--- src/rtl/fft_reorder_pkg.sv ---
// Shared definitions for the FFT bit-reversal reorder controller:
// FSM state encoding and a width-parameterised bit-reverse helper.
package fft_reorder_pkg;

  typedef enum logic {
    ST_FILL  = 1'b0,
    ST_DRAIN = 1'b1
  } state_t;

  localparam int BITREV_MAX_W = 32;

  // Reverses the low w bits of v; bits at or above w come back as zero.
  function automatic logic [BITREV_MAX_W-1:0] bitrev(
    input logic [BITREV_MAX_W-1:0] v,
    input int                      w
  );
    logic [BITREV_MAX_W-1:0] r;
    r = '0;
    for (int i = 0; i < BITREV_MAX_W; i++) begin
      if (i < w) begin
        r[5'(i)] = v[5'(w - 1 - i)];
      end
    end
    return r;
  endfunction

endpackage

--- src/rtl/fft_reorder_skid2.sv ---
// Two-entry shift FIFO that holds {last, data} read back from the SRAM
// so a single-cycle read latency never loses a sample under backpressure.
module fft_reorder_skid2 #(
  parameter int W = 17
) (
  input  logic         clk,
  input  logic         rst_n,
  input  logic         push,
  input  logic [W-1:0] din,
  input  logic         pop,
  output logic [W-1:0] dout,
  output logic [1:0]   occ
);

  logic [W-1:0] r_m0;
  logic [W-1:0] r_m1;
  logic [1:0]   r_occ;

  // r_m0 is always the head; a pop shifts r_m1 forward.
  always_ff @(posedge clk) begin
    if (!rst_n) begin
      r_occ <= 2'd0;
      r_m0  <= '0;
      r_m1  <= '0;
    end else begin
      case (r_occ)
        2'd0: begin
          if (push) begin
            r_m0  <= din;
            r_occ <= 2'd1;
          end
        end
        2'd1: begin
          if (push && pop) begin
            r_m0 <= din;
          end else if (push) begin
            r_m1  <= din;
            r_occ <= 2'd2;
          end else if (pop) begin
            r_occ <= 2'd0;
          end
        end
        2'd2: begin
          if (pop) begin
            r_m0 <= r_m1;
            if (push) begin
              r_m1 <= din;
            end else begin
              r_occ <= 2'd1;
            end
          end
        end
        default: r_occ <= 2'd0;
      endcase
    end
  end

  assign dout = r_m0;
  assign occ  = r_occ;

endmodule

--- src/rtl/fft_bitrev_reorder_ctrl.sv ---
// SRAM master that writes one frame in natural order and streams it back
// in bit-reversed address order through a 2-entry output skid.
module fft_bitrev_reorder_ctrl
  import fft_reorder_pkg::*;
#(
  parameter int ADDR_WIDTH = 8,
  parameter int DATA_WIDTH = 16
) (
  input  logic                  clk,
  input  logic                  rst_n,
  input  logic                  in_valid,
  output logic                  in_ready,
  input  logic [DATA_WIDTH-1:0] in_data,
  input  logic                  in_last,
  output logic                  out_valid,
  input  logic                  out_ready,
  output logic [DATA_WIDTH-1:0] out_data,
  output logic                  out_last,
  output logic                  frame_err,
  output logic                  sram_ce,
  output logic                  sram_we,
  output logic [ADDR_WIDTH-1:0] sram_addr,
  output logic [DATA_WIDTH-1:0] sram_din,
  input  logic [DATA_WIDTH-1:0] sram_dout
);

  localparam logic [ADDR_WIDTH-1:0] LAST_IDX = '1;

  state_t                r_state;
  logic [ADDR_WIDTH-1:0] r_wr_cnt;
  logic [ADDR_WIDTH-1:0] r_rd_cnt;
  logic                  r_rd_pend;
  logic                  r_rd_last;
  logic                  r_frame_err;

  logic                  w_fill_acc;
  logic                  w_rd_issue;
  logic                  w_pop;
  logic [1:0]            w_occ;
  logic [2:0]            w_slots;
  logic [2:0]            w_limit;
  logic [ADDR_WIDTH-1:0] w_rd_addr;
  logic [DATA_WIDTH:0]   w_head;

  assign in_ready   = rst_n && (r_state == ST_FILL);
  assign w_fill_acc = in_ready && in_valid;
  assign w_pop      = out_valid && out_ready;

  // A head pop this cycle frees a slot, which keeps reads back-to-back
  // when the consumer never stalls.
  assign w_slots    = {1'b0, w_occ} + {2'b00, r_rd_pend};
  assign w_limit    = 3'd2 + {2'b00, w_pop};
  assign w_rd_issue = rst_n && (r_state == ST_DRAIN) && (w_slots < w_limit);
  assign w_rd_addr  = ADDR_WIDTH'(bitrev(BITREV_MAX_W'(r_rd_cnt), ADDR_WIDTH));

  always_comb begin
    sram_ce   = 1'b0;
    sram_we   = 1'b0;
    sram_addr = '0;
    sram_din  = '0;
    if (w_fill_acc) begin
      sram_ce   = 1'b1;
      sram_we   = 1'b1;
      sram_addr = r_wr_cnt;
      sram_din  = in_data;
    end else if (w_rd_issue) begin
      sram_ce   = 1'b1;
      sram_addr = w_rd_addr;
    end
  end

  always_ff @(posedge clk) begin
    if (!rst_n) begin
      r_state     <= ST_FILL;
      r_wr_cnt    <= '0;
      r_rd_cnt    <= '0;
      r_rd_pend   <= 1'b0;
      r_rd_last   <= 1'b0;
      r_frame_err <= 1'b0;
    end else begin
      // The beat count decides the frame boundary; in_last is only audited.
      r_frame_err <= w_fill_acc && (in_last != (r_wr_cnt == LAST_IDX));
      r_rd_pend   <= w_rd_issue;
      r_rd_last   <= w_rd_issue && (r_rd_cnt == LAST_IDX);
      if (w_fill_acc) begin
        r_wr_cnt <= r_wr_cnt + 1'b1;
        if (r_wr_cnt == LAST_IDX) begin
          r_state <= ST_DRAIN;
        end
      end
      if (w_rd_issue) begin
        r_rd_cnt <= r_rd_cnt + 1'b1;
        if (r_rd_cnt == LAST_IDX) begin
          r_state <= ST_FILL;
        end
      end
    end
  end

  fft_reorder_skid2 #(
    .W(DATA_WIDTH + 1)
  ) u_skid (
    .clk  (clk),
    .rst_n(rst_n),
    .push (r_rd_pend),
    .din  ({r_rd_last, sram_dout}),
    .pop  (w_pop),
    .dout (w_head),
    .occ  (w_occ)
  );

  assign out_valid = (w_occ != 2'd0);
  assign out_last  = w_head[DATA_WIDTH];
  assign out_data  = w_head[DATA_WIDTH-1:0];
  assign frame_err = r_frame_err;

endmodule

--- config.mk ---
export PLATFORM = sky130hd
export DESIGN_NAME = fft_bitrev_reorder_ctrl
export DESIGN_NICKNAME = d
export VERILOG_FILES = /design/src/rtl/fft_reorder_pkg.sv /design/src/rtl/fft_reorder_skid2.sv /design/src/rtl/fft_bitrev_reorder_ctrl.sv
export SDC_FILE = /design/constraint.sdc
export NUM_CORES = 1
export LEC_CHECK = 0
export CAP_MARGIN = 15
export CORE_UTILIZATION = 50
export DETAILED_ROUTE_END_ITERATION = 16
export PLACE_DENSITY = 0.82
export SKIP_LAST_GASP = 1
export SLEW_MARGIN = 20
export SYNTH_ARGS = -nofsm -noshare
export SYNTH_HDL_FRONTEND = slang
export SYNTH_SLANG_ARGS = --single-unit
--- constraint.sdc ---
create_clock -name clk -period 4.05 [get_ports clk]
set_input_delay 0.6075 -clock clk [delete_from_list [all_inputs] [get_ports clk]]
set_output_delay 0.6075 -clock clk [all_outputs]
set_load 0.05 [all_outputs]
==> results.txt, run 1 <==
core region area = 4880 µm²
Max VDD drop = 0.151 mV
hold-fix buffers at CTS = 0
Post CTS Setup Buffer Count = 0
# setup viols final = 0
Total GRT Usage = 21.3%
CP Data Arrival Time = 3.04 ns
H-tree levels = 2
Peak Freq = 274 MHz
WL per Instance = 13.0 µm
Synth cell types = 38
outcome = finished clean
Synth area leaders = dfxtp_1 43%, mux2i_1 15%, nor2_1 6.5%
cell area after synthesis = 2610 µm²
# resized after CTS = 0
Synth Area in Adders = 1.92%
slew margin rel. = 27.3%
Setup WS post-layout = 0.398 ns
area delta synth->final = 37.1%
drt pass-1 iters = 4
Post-Route Setup TNS = 0 ns
Synth Area in Simple Gates = 21.1%
die area = 5520 µm²
final hold viol count = 0
post-synthesis net count = 325
pre-CTS setup slack = 0.426 ns
unrepaired setup endpoints after global routing = false
clock buffer depth = 2
HP Class = reg2reg
nets@finish = 399
clk sink count = 56
Synth area leader = dfxtp_1
largest net degree at the start of global routing = 50
Die Wd = 74.3 µm
critical path endpoint category = output pin
compound-gate portion of the synthesized area = 12.7%
mux contribution to synthesized area = 14.6%
count of final max-slew check failures = 0
remaining antenna violation count = 0
WS Path Type = in2out
share of cells above drive strength 1 = 4.75%
clock slew at reported path FFs = 0.10 ns
pwr/cell area = 303 nW/µm²
Leak = 1.55 nW
# rows = 25
Root Buffer = clkbuf_8
final worst path period share = 90.2%
Tmin final = 3.65 ns
DRC errors left = 0
crit path launch type = input port
Fillers = 396
largest family of logic cells by synthesized area = simple AND/OR/NAND/NOR gates
xor and xnor area share after synthesis = 2.35%
Critical Path RT = 3.44 ns
CTS buffer count = 5
GP Congestion = 0.910
I/O pins = 83
clock skew = 0.00958 ns
initial antenna violation count = 0
Congestion Overflow GR = 0
via count = 2211
Synth Flop Type = dfxtp_1
Syn Inst Count = 284
dpl hpwl = 3890 µm
vias per inst = 5.20
top cell type's share of synthesized area = 42.9%
Slew @ Worst Pin = 1.09 ns
I/O Buffers = 82
flops & latches, synth = 56
Post-synth EDFFs = 0
YS warnings = 0
Starting Density = 53.5%
DR iter-0 viols = 53
global-route wire length before repair = 9180 µm
vias in the first global route = 2109
Post-synth ARST share = 0%
ANT cells = 0
height of the die = 74.3 µm
TritonCTS clock tree = yes
worst skew pair latency = 0.31 ns
MaxCap Viol Count = 0
final WL = 5510 µm
CP Max Fanout = 12
sequential share of the synthesized area = 42.9%
mean post-synth cell area = 9.20 µm²
-- per-stage QoR --
| stage | utilization [%] | total power [mW] | cells | cell area, µm² | hold slack, ns |
|---|---|---|---|---|---|
| after floorplan | - | 0.627 | 284 | 2610 | 0.458 |
| after global placement | 70.8 | 0.686 | 418 | 3450 | 0.472 |
| after detailed placement | 70.8 | 0.687 | 418 | 3450 | 0.485 |
| after CTS | 73.4 | 1.09 | 425 | 3580 | 0.503 |
| after global routing | 73.4 | 1.13 | 425 | 3580 | 0.511 |
| final | 73.4 | 1.09 | 425 | 3580 | 0.492 |
-- worst max-delay path, stage by stage --
cell	delay, ns
clkdlybuf4s50_1	0.65
nand2b_1	0.11
o21a_1	0.29
nor2_2	0.37
a22o_1	0.21
clkdlybuf4s50_1	0.81
-- kinds of logic (layout without fill, tap and decap cells) --
family / Yosys count / count (layout)
xor+xnor: 7 / 7
compound gates: 47 / 47
flops: 56 / 56
mux: 38 / 38
fa+ha+maj: 4 / 4
simple gates: 109 / 109
buf+inv: 23 / 97
-- final timing paths --
kind	endpoint	slack (ns)	depth (start not counted)	start
setup / recovery	sram_addr[7]	0.40	6	out_ready
hold / removal	u_skid.r_m1[16]	0.49	2	r_rd_last
setup reg to reg	r_rd_cnt[4]	2.08	5	u_skid.occ[0]
hold reg to reg	u_skid.r_m1[16]	0.49	2	r_rd_last
-- sequential cells by signal, summed over array words and instances (netlist names) --
| register | count |
|---|---|
| u_skid.occ | 2 |
| r_rd_last | 1 |
| r_state | 1 |
| frame_err | 1 |
| r_wr_cnt | 8 |
| u_skid.r_m1 | 17 |
| u_skid.dout | 17 |
| r_rd_pend | 1 |
| r_rd_cnt | 8 |
-- cell usage in the layout (no fill, tap or decap), types with 3 or more instances in the layout --
cell type	synthesis	final
a211oi_1	17	17
a21oi_1	9	9
a22o_1	8	8
and2_1	17	17
and3_1	4	4
buf_4	4	5
clkbuf_8	0	5
clkdlybuf4s50_1	0	82
dfxtp_1	56	56
ha_1	4	4
inv_1	3	3
mux2i_1	38	38
nand2_1	10	10
nand3_1	5	5
nand4_1	5	5
nor2_1	45	45
nor2b_1	3	3
o21ai_0	6	5
o31ai_1	3	3
or4_1	3	3
xor2_1	6	6
-- cell type report --
cell class / count / area, µm² / share of cell area, %
repair buffers: 87 / 858 / 24.0
clock buffers: 5 / 68.8 / 1.92
clock inverters: 2 / 60.1 / 1.68
flip-flops and latches: 56 / 1120 / 31.3
well taps: 67 / 83.8 / 2.34
inverters: 3 / 11.3 / 0.314
multi-input cells: 205 / 1380 / 38.5
-- power breakdown --
part	switching (mW)	internal (mW)	total [mW]
Sequential	0.00284	0.552	0.555
Clock	0.169	0.243	0.412
Combinational	0.0620	0.0569	0.119
Total	0.234	0.853	1.09
-- cell usage after synthesis (2+ instances only) --
cell type  number
nor2_1         45
nor2_2          2
o31ai_1         3
nand2b_1        2
nor3_1          2
o21ai_0         6
and3b_1         2
dfxtp_1        56
nor3b_1         2
and3_1          4
xor2_1          6
a21oi_1         9
ha_1            4
nand4_1         5
nand2_1        10
and2_1         17
clkbuf_1        9
a211oi_1       17
buf_2           6
a22o_1          8
inv_1           3
buf_4           4
or3_1           2
mux2i_1        38
nand3_1         5
nor2b_1         3
or4_1           3
-- metal layers --
layer,up-vias,track usage [%],wire length (µm)
li1,1143,-,-
met1,987,26.4,2630
met2,73,36.0,2450
met3,8,5.28,347
met4,0,7.55,87
met5,-,0,0
Power figures use the tool's default switching activity.
==> inputs of run 2 (changes only) <==
--- a/config.mk
+++ b/config.mk
@@ -6,9 +6,9 @@
 export NUM_CORES = 1
 export LEC_CHECK = 0
 export CAP_MARGIN = 15
-export CORE_UTILIZATION = 50
+export CORE_UTILIZATION = 39
 export DETAILED_ROUTE_END_ITERATION = 16
-export PLACE_DENSITY = 0.82
+export PLACE_DENSITY = 0.66
 export SKIP_LAST_GASP = 1
 export SLEW_MARGIN = 20
 export SYNTH_ARGS = -nofsm -noshare
==> run 2 against run 1 <==
The flow now finishes with violations (DRC). Cell count grew 2.8%. Worst setup slack gained 0.0048 ns. Count of clock-buffer cells in the layout grew 1. Power shrank 4.0%. First-iteration DRC count grew 40%. Sequential share of layout area is essentially flat. Register-to-register slack lost 0.02 ns. Non-clock buffer count grew 1. Routed wire length grew 2.9%. Clock skew shrank 0.0027 ns. Critical endpoint is now sram_addr[2]. Largest cell class unchanged. Highest routed layer unchanged.
==> results.txt, run 2 (synthesized netlist as in run 1, its figures left out) <==
Starting Density = 40.7%
met2 GRT Util = 25.2%
count of final max-slew check failures = 0
hold-fix buffers at CTS = 0
cell total after placement = 429
clock buffer depth = 2
core region area = 6420 µm²
die area = 7030 µm²
vias per inst = 5.07
non-filler instance count after layout = 437
slew margin rel. = 57.8%
global-route wire length before repair = 9300 µm
worst skew pair latency = 0.31 ns
via count = 2216
Post CTS Setup Buffer Count = 0
WL per Instance = 13.0 µm
pre-CTS setup slack = 0.422 ns
largest net degree at the start of global routing = 50
Leak = 1.55 nW
MaxCap Viol Count = 0
Die Wd = 83.8 µm
# rows = 29
CP Data Arrival Time = 3.04 ns
HP Class = reg2reg
critical path endpoint category = output pin
most frequent cells in the layout = 82 x clkdlybuf4s50_1, 56 x dfxtp_1, 45 x nor2_1
Critical Path RT = 3.44 ns
Slew @ Worst Pin = 0.634 ns
vias in the first global route = 2037
clock skew = 0.00690 ns
final hold viol count = 0
unrepaired setup endpoints after global routing = false
clk sink count = 56
crit path launch type = input port
DRC errors left = 14
pwr/cell area = 291 nW/µm²
CP Max Fanout = 12
WS Path Type = in2out
Tmin final = 3.65 ns
Max VDD drop = 0.155 mV
final worst path period share = 90.0%
I/O Buffers = 82
dpl hpwl = 3880 µm
final WL = 5670 µm
DR iter-0 viols = 74
most common cell after layout, fill and taps aside = clkdlybuf4s50_1
nets@finish = 400
initial antenna violation count = 0
H-tree levels = 2
remaining antenna violation count = 0
ANT cells = 0
area delta synth->final = 37.2%
GP Congestion = 0.842
M1 GR Usage = 21.9%
Setup WS post-layout = 0.403 ns
Fillers = 582
TritonCTS clock tree = yes
Post-Route Setup TNS = 0 ns
share of cells above drive strength 1 = 5.00%
drt pass-1 iters = 11
# resized after CTS = 0
CTS buffer count = 5
I/O pins = 83
Top Usage Layer GRT = met2
outcome = finished with violations
Root Buffer = clkbuf_8
Congestion Overflow GR = 0
height of the die = 83.8 µm
violated checks = DRC
Total GRT Usage = 16.1%
GR Layer Usage met3 = 4.55%
# setup viols final = 0
Peak Freq = 274 MHz
clock slew at reported path FFs = 0.09 ns
-- run 2: routing by layer --
metal	vias to the layer above	part of all wire [%]	routed length, µm
met1	995	50	2820
met3	5	6.7	381
met4	0	0.81	46
met5	-	0	0
li1	1148	-	-
met2	68	43	2420
-- run 2: layout make-up --
cell class,count,area (µm²),area share (%)
Clock buffer,6,72.6,2.02
Clock inverter,2,38.8,1.08
Inverter,3,11.3,0.314
Multi-Input combinational cell,205,1380,38.5
Sequential cell,56,1120,31.3
Tap cell,77,96.3,2.69
Timing Repair Buffer,88,866,24.2
-- run 2: path summary, 6_finish.rpt --
| kind | start | to | cells past startpoint | slack (ns) |
|---|---|---|---|---|
| worst max-delay path | out_ready | sram_addr[2] | 6 | 0.40 |
| worst min-delay path | r_rd_cnt[7] | r_rd_cnt[7] | 2 | 0.49 |
| worst max register to register | u_skid.occ[0] | r_rd_cnt[4] | 5 | 2.06 |
| worst min register to register | r_rd_cnt[7] | r_rd_cnt[7] | 2 | 0.49 |
-- run 2: worst max-delay path, stage by stage --
cell	delay (ns)
clkdlybuf4s50_1	0.63
nand2b_1	0.11
o21a_1	0.30
nor2_2	0.37
a22o_1	0.21
clkdlybuf4s50_1	0.80
-- run 2: report_power, final --
part	leakage [nW]	internal, mW	switching, mW	total, mW
Clock	0.0558	0.187	0.181	0.368
Combinational	1.04	0.0568	0.0627	0.120
Sequential	0.451	0.552	0.00305	0.555
Total	1.55	0.796	0.247	1.04
-- run 2: stage by stage --
stage,area [µm²],hold slack [ns],util (%),power (mW)
after CTS,3580,0.496,55.8,1.06
after global placement,3470,0.474,54.1,0.688
after detailed placement,3470,0.482,54.1,0.688
final,3580,0.489,55.8,1.04
after floorplan,2610,0.458,-,0.627
after global routing,3580,0.522,55.8,1.09
==> variant, RTL diff (settings of run 1) <==
Reset style: asynchronous (`rst_n`), changed in 2 clocked blocks.
--- a/src/rtl/fft_reorder_skid2.sv
+++ b/src/rtl/fft_reorder_skid2.sv
@@ -18,5 +18,5 @@
 
   // r_m0 is always the head; a pop shifts r_m1 forward.
-  always_ff @(posedge clk) begin
+  always_ff @(posedge clk or negedge rst_n) begin
     if (!rst_n) begin
       r_occ <= 2'd0;
--- a/src/rtl/fft_bitrev_reorder_ctrl.sv
+++ b/src/rtl/fft_bitrev_reorder_ctrl.sv
@@ -70,5 +70,5 @@
   end
 
-  always_ff @(posedge clk) begin
+  always_ff @(posedge clk or negedge rst_n) begin
     if (!rst_n) begin
       r_state     <= ST_FILL;
Check against the original RTL: differs if rst_n is asserted again (counterexample within 4 cycles, from zero or initial values and one cycle with rst_n low); with rst_n held inactive, the same outputs for 10 cycles.
==> variant against run 1 <==
Wire length down 5.3%; sequential cell count unchanged; synthesized area up 6.2%; global-route usage down 1.6 points; setup slack better by 0.61 ns; final area up 2.3%; count of clock-buffer cells in the layout up 2; worst hold slack worse by 0.36 ns; critical path type is now flop to output port.
Power is not compared: it rests on default switching activity, and its combinational part moved more than twofold at a synthesized area within 25%.
==> variant: results <==
[route]
via_per_inst = 5.18
wl_per_cell_um = 14.2
drt_iter0_markers = 69
drtAntennaViolNets = 0

[worst_setup_path]
worstRegToRegCells = 5
crit_arrival_ns = 2.44
critical_path.max_fanout = 11

[grt]
grt_pass1_vias = 1908
grt_max_degree = 52
grt_pass1_wl_mm = 9.03
grt_use_total = 0.196
grt_antenna_before_repair = 0

[final_layout]
n_fill_cell = 397
drive_above_1_share = 0.310
antenna_cells = 0
nets = 342

[synthesis]
async_reset_ff_frac = 1.00
yosys_most_used_dff = "dfrtp_1"
synth_nets = 260
seq_area_frac_synth = 0.505
ys_warn_count = 0
synthTopCellsByArea = "dfrtp_1 50%, mux2_2 22%, xnor2_1 4.1%, ha_1 4.1%, and2_1 3.8%"
synthTopCellsByCount = "56 x dfrtp_1, 53 x mux2_2, 17 x and2_1, 13 x xnor2_1, 9 x ha_1"
yosysUniqueCellTypes = 32

[clock_network]
cts_buffers = 5
postCtsHoldBufs = 0
ctsResizeCount = 0
clk_latency_ns = 0.31
cts.htree.levels = 2

[sta]
fin_worst_skew_ns = 0.00987
worst_slew_pin_slew_ns = 0.935

[placed_design]
numPortBuffers = 82
dp_hpwl_mm = 3.72
routabilityCongestion = 0.775

[pwr]
ir_drop_mv = 0.256
p_leak_nw = 1.74

[status]
status = "finished clean"

[hold_path]
hp-class = "input port to asynchronous set/reset pin"
## variant: cell types whose count changed after synthesis, moves of 6 or more
cell	delta
nor2_1	-42
o21ai_0	-6
mux2_2	+53
dfrtp_1	+56
mux2i_1	-35
nand2_1	-6
dfxtp_1	-56
a211oi_1	-16
a21oi_1	-7
xnor2_1	+12
## variant: worst paths after layout
check / to / slack, ns / startpoint
max in group asynchronous: r_wr_cnt[3]$_DFFE_PN0N_ / 3.06 / rst_n
min in group clk: r_wr_cnt[5]$_DFFE_PN0N_ / 0.50 / r_wr_cnt[5]$_DFFE_PN0N_
worst max register to register: u_skid.dout[2]$_DFFE_PN0P_ / 1.28 / u_skid.occ[0]$_DFFE_PN0P_
worst min register to register: r_wr_cnt[5]$_DFFE_PN0N_ / 0.50 / r_wr_cnt[5]$_DFFE_PN0N_
worst max-delay path: sram_addr[7] / 1.00 / u_skid.occ[0]$_DFFE_PN0P_
worst min-delay path: r_wr_cnt[6]$_DFFE_PN0N_ / 0.13 / rst_n
## variant: cell type report
type	count	area (um^2)	area share
Clock inverter	1	8.76	0.00239
Timing Repair Buffer	85	776	0.212
Inverter	4	15.0	0.00410
Tap cell	70	87.6	0.0239
Multi-Input combinational cell	144	1300	0.355
Clock buffer	7	76.3	0.0208
Sequential cell	56	1400	0.382
## variant: logic make-up after synthesis
group                    count (synthesis)  synth area share
AND/OR/NAND/NOR                         49             0.107
buffers and inverters                   14            0.0266
XOR/XNOR                                15            0.0473
multiplexers                            56             0.226
flip-flops                              56             0.505
adder cells (fa/ha/maj)                  9            0.0406
AO/OA/AOI/OAI                           15            0.0473
## variant: metrics by stage
| step | setup WS [ns] | instances | hold slack (ns) | utilization | area, um^2 |
|---|---|---|---|---|---|
| after floorplan | 1.33 | 214 | 0.312 | - | 2780 |
| after global placement | 1.05 | 359 | 0.452 | 0.683 | 3580 |
| after detailed placement | 1.05 | 359 | 0.457 | 0.683 | 3580 |
| after CTS | 0.987 | 367 | 0.123 | 0.700 | 3660 |
| after global routing | 0.824 | 367 | 0.123 | 0.700 | 3660 |
| final | 1.00 | 367 | 0.129 | 0.700 | 3660 |
## variant: report_power, final
group	total [mW]	internal (mW)	switching, mW
Combinational	0.258	0.115	0.144
Clock	0.298	0.124	0.174
Sequential	0.635	0.595	0.0403
## variant: worst max-delay path: stages (launching register included)
cell and delay, ns:
dfrtp_1 0.44, inv_1 0.10, ha_1 0.28, or3b_1 0.42, a211oi_4 0.49, a22o_1 0.21
buf_4 0.20
## variant: per-layer routing
layer | vias to the layer above | routed length [um] | track usage
li1 | 920 | - | -
met2 | 61 | 2450 | 0.317
met3 | 4 | 286 | 0.0587
met5 | - | 0 | 0
met1 | 916 | 2430 | 0.257
met4 | 0 | 51 | 0.0538
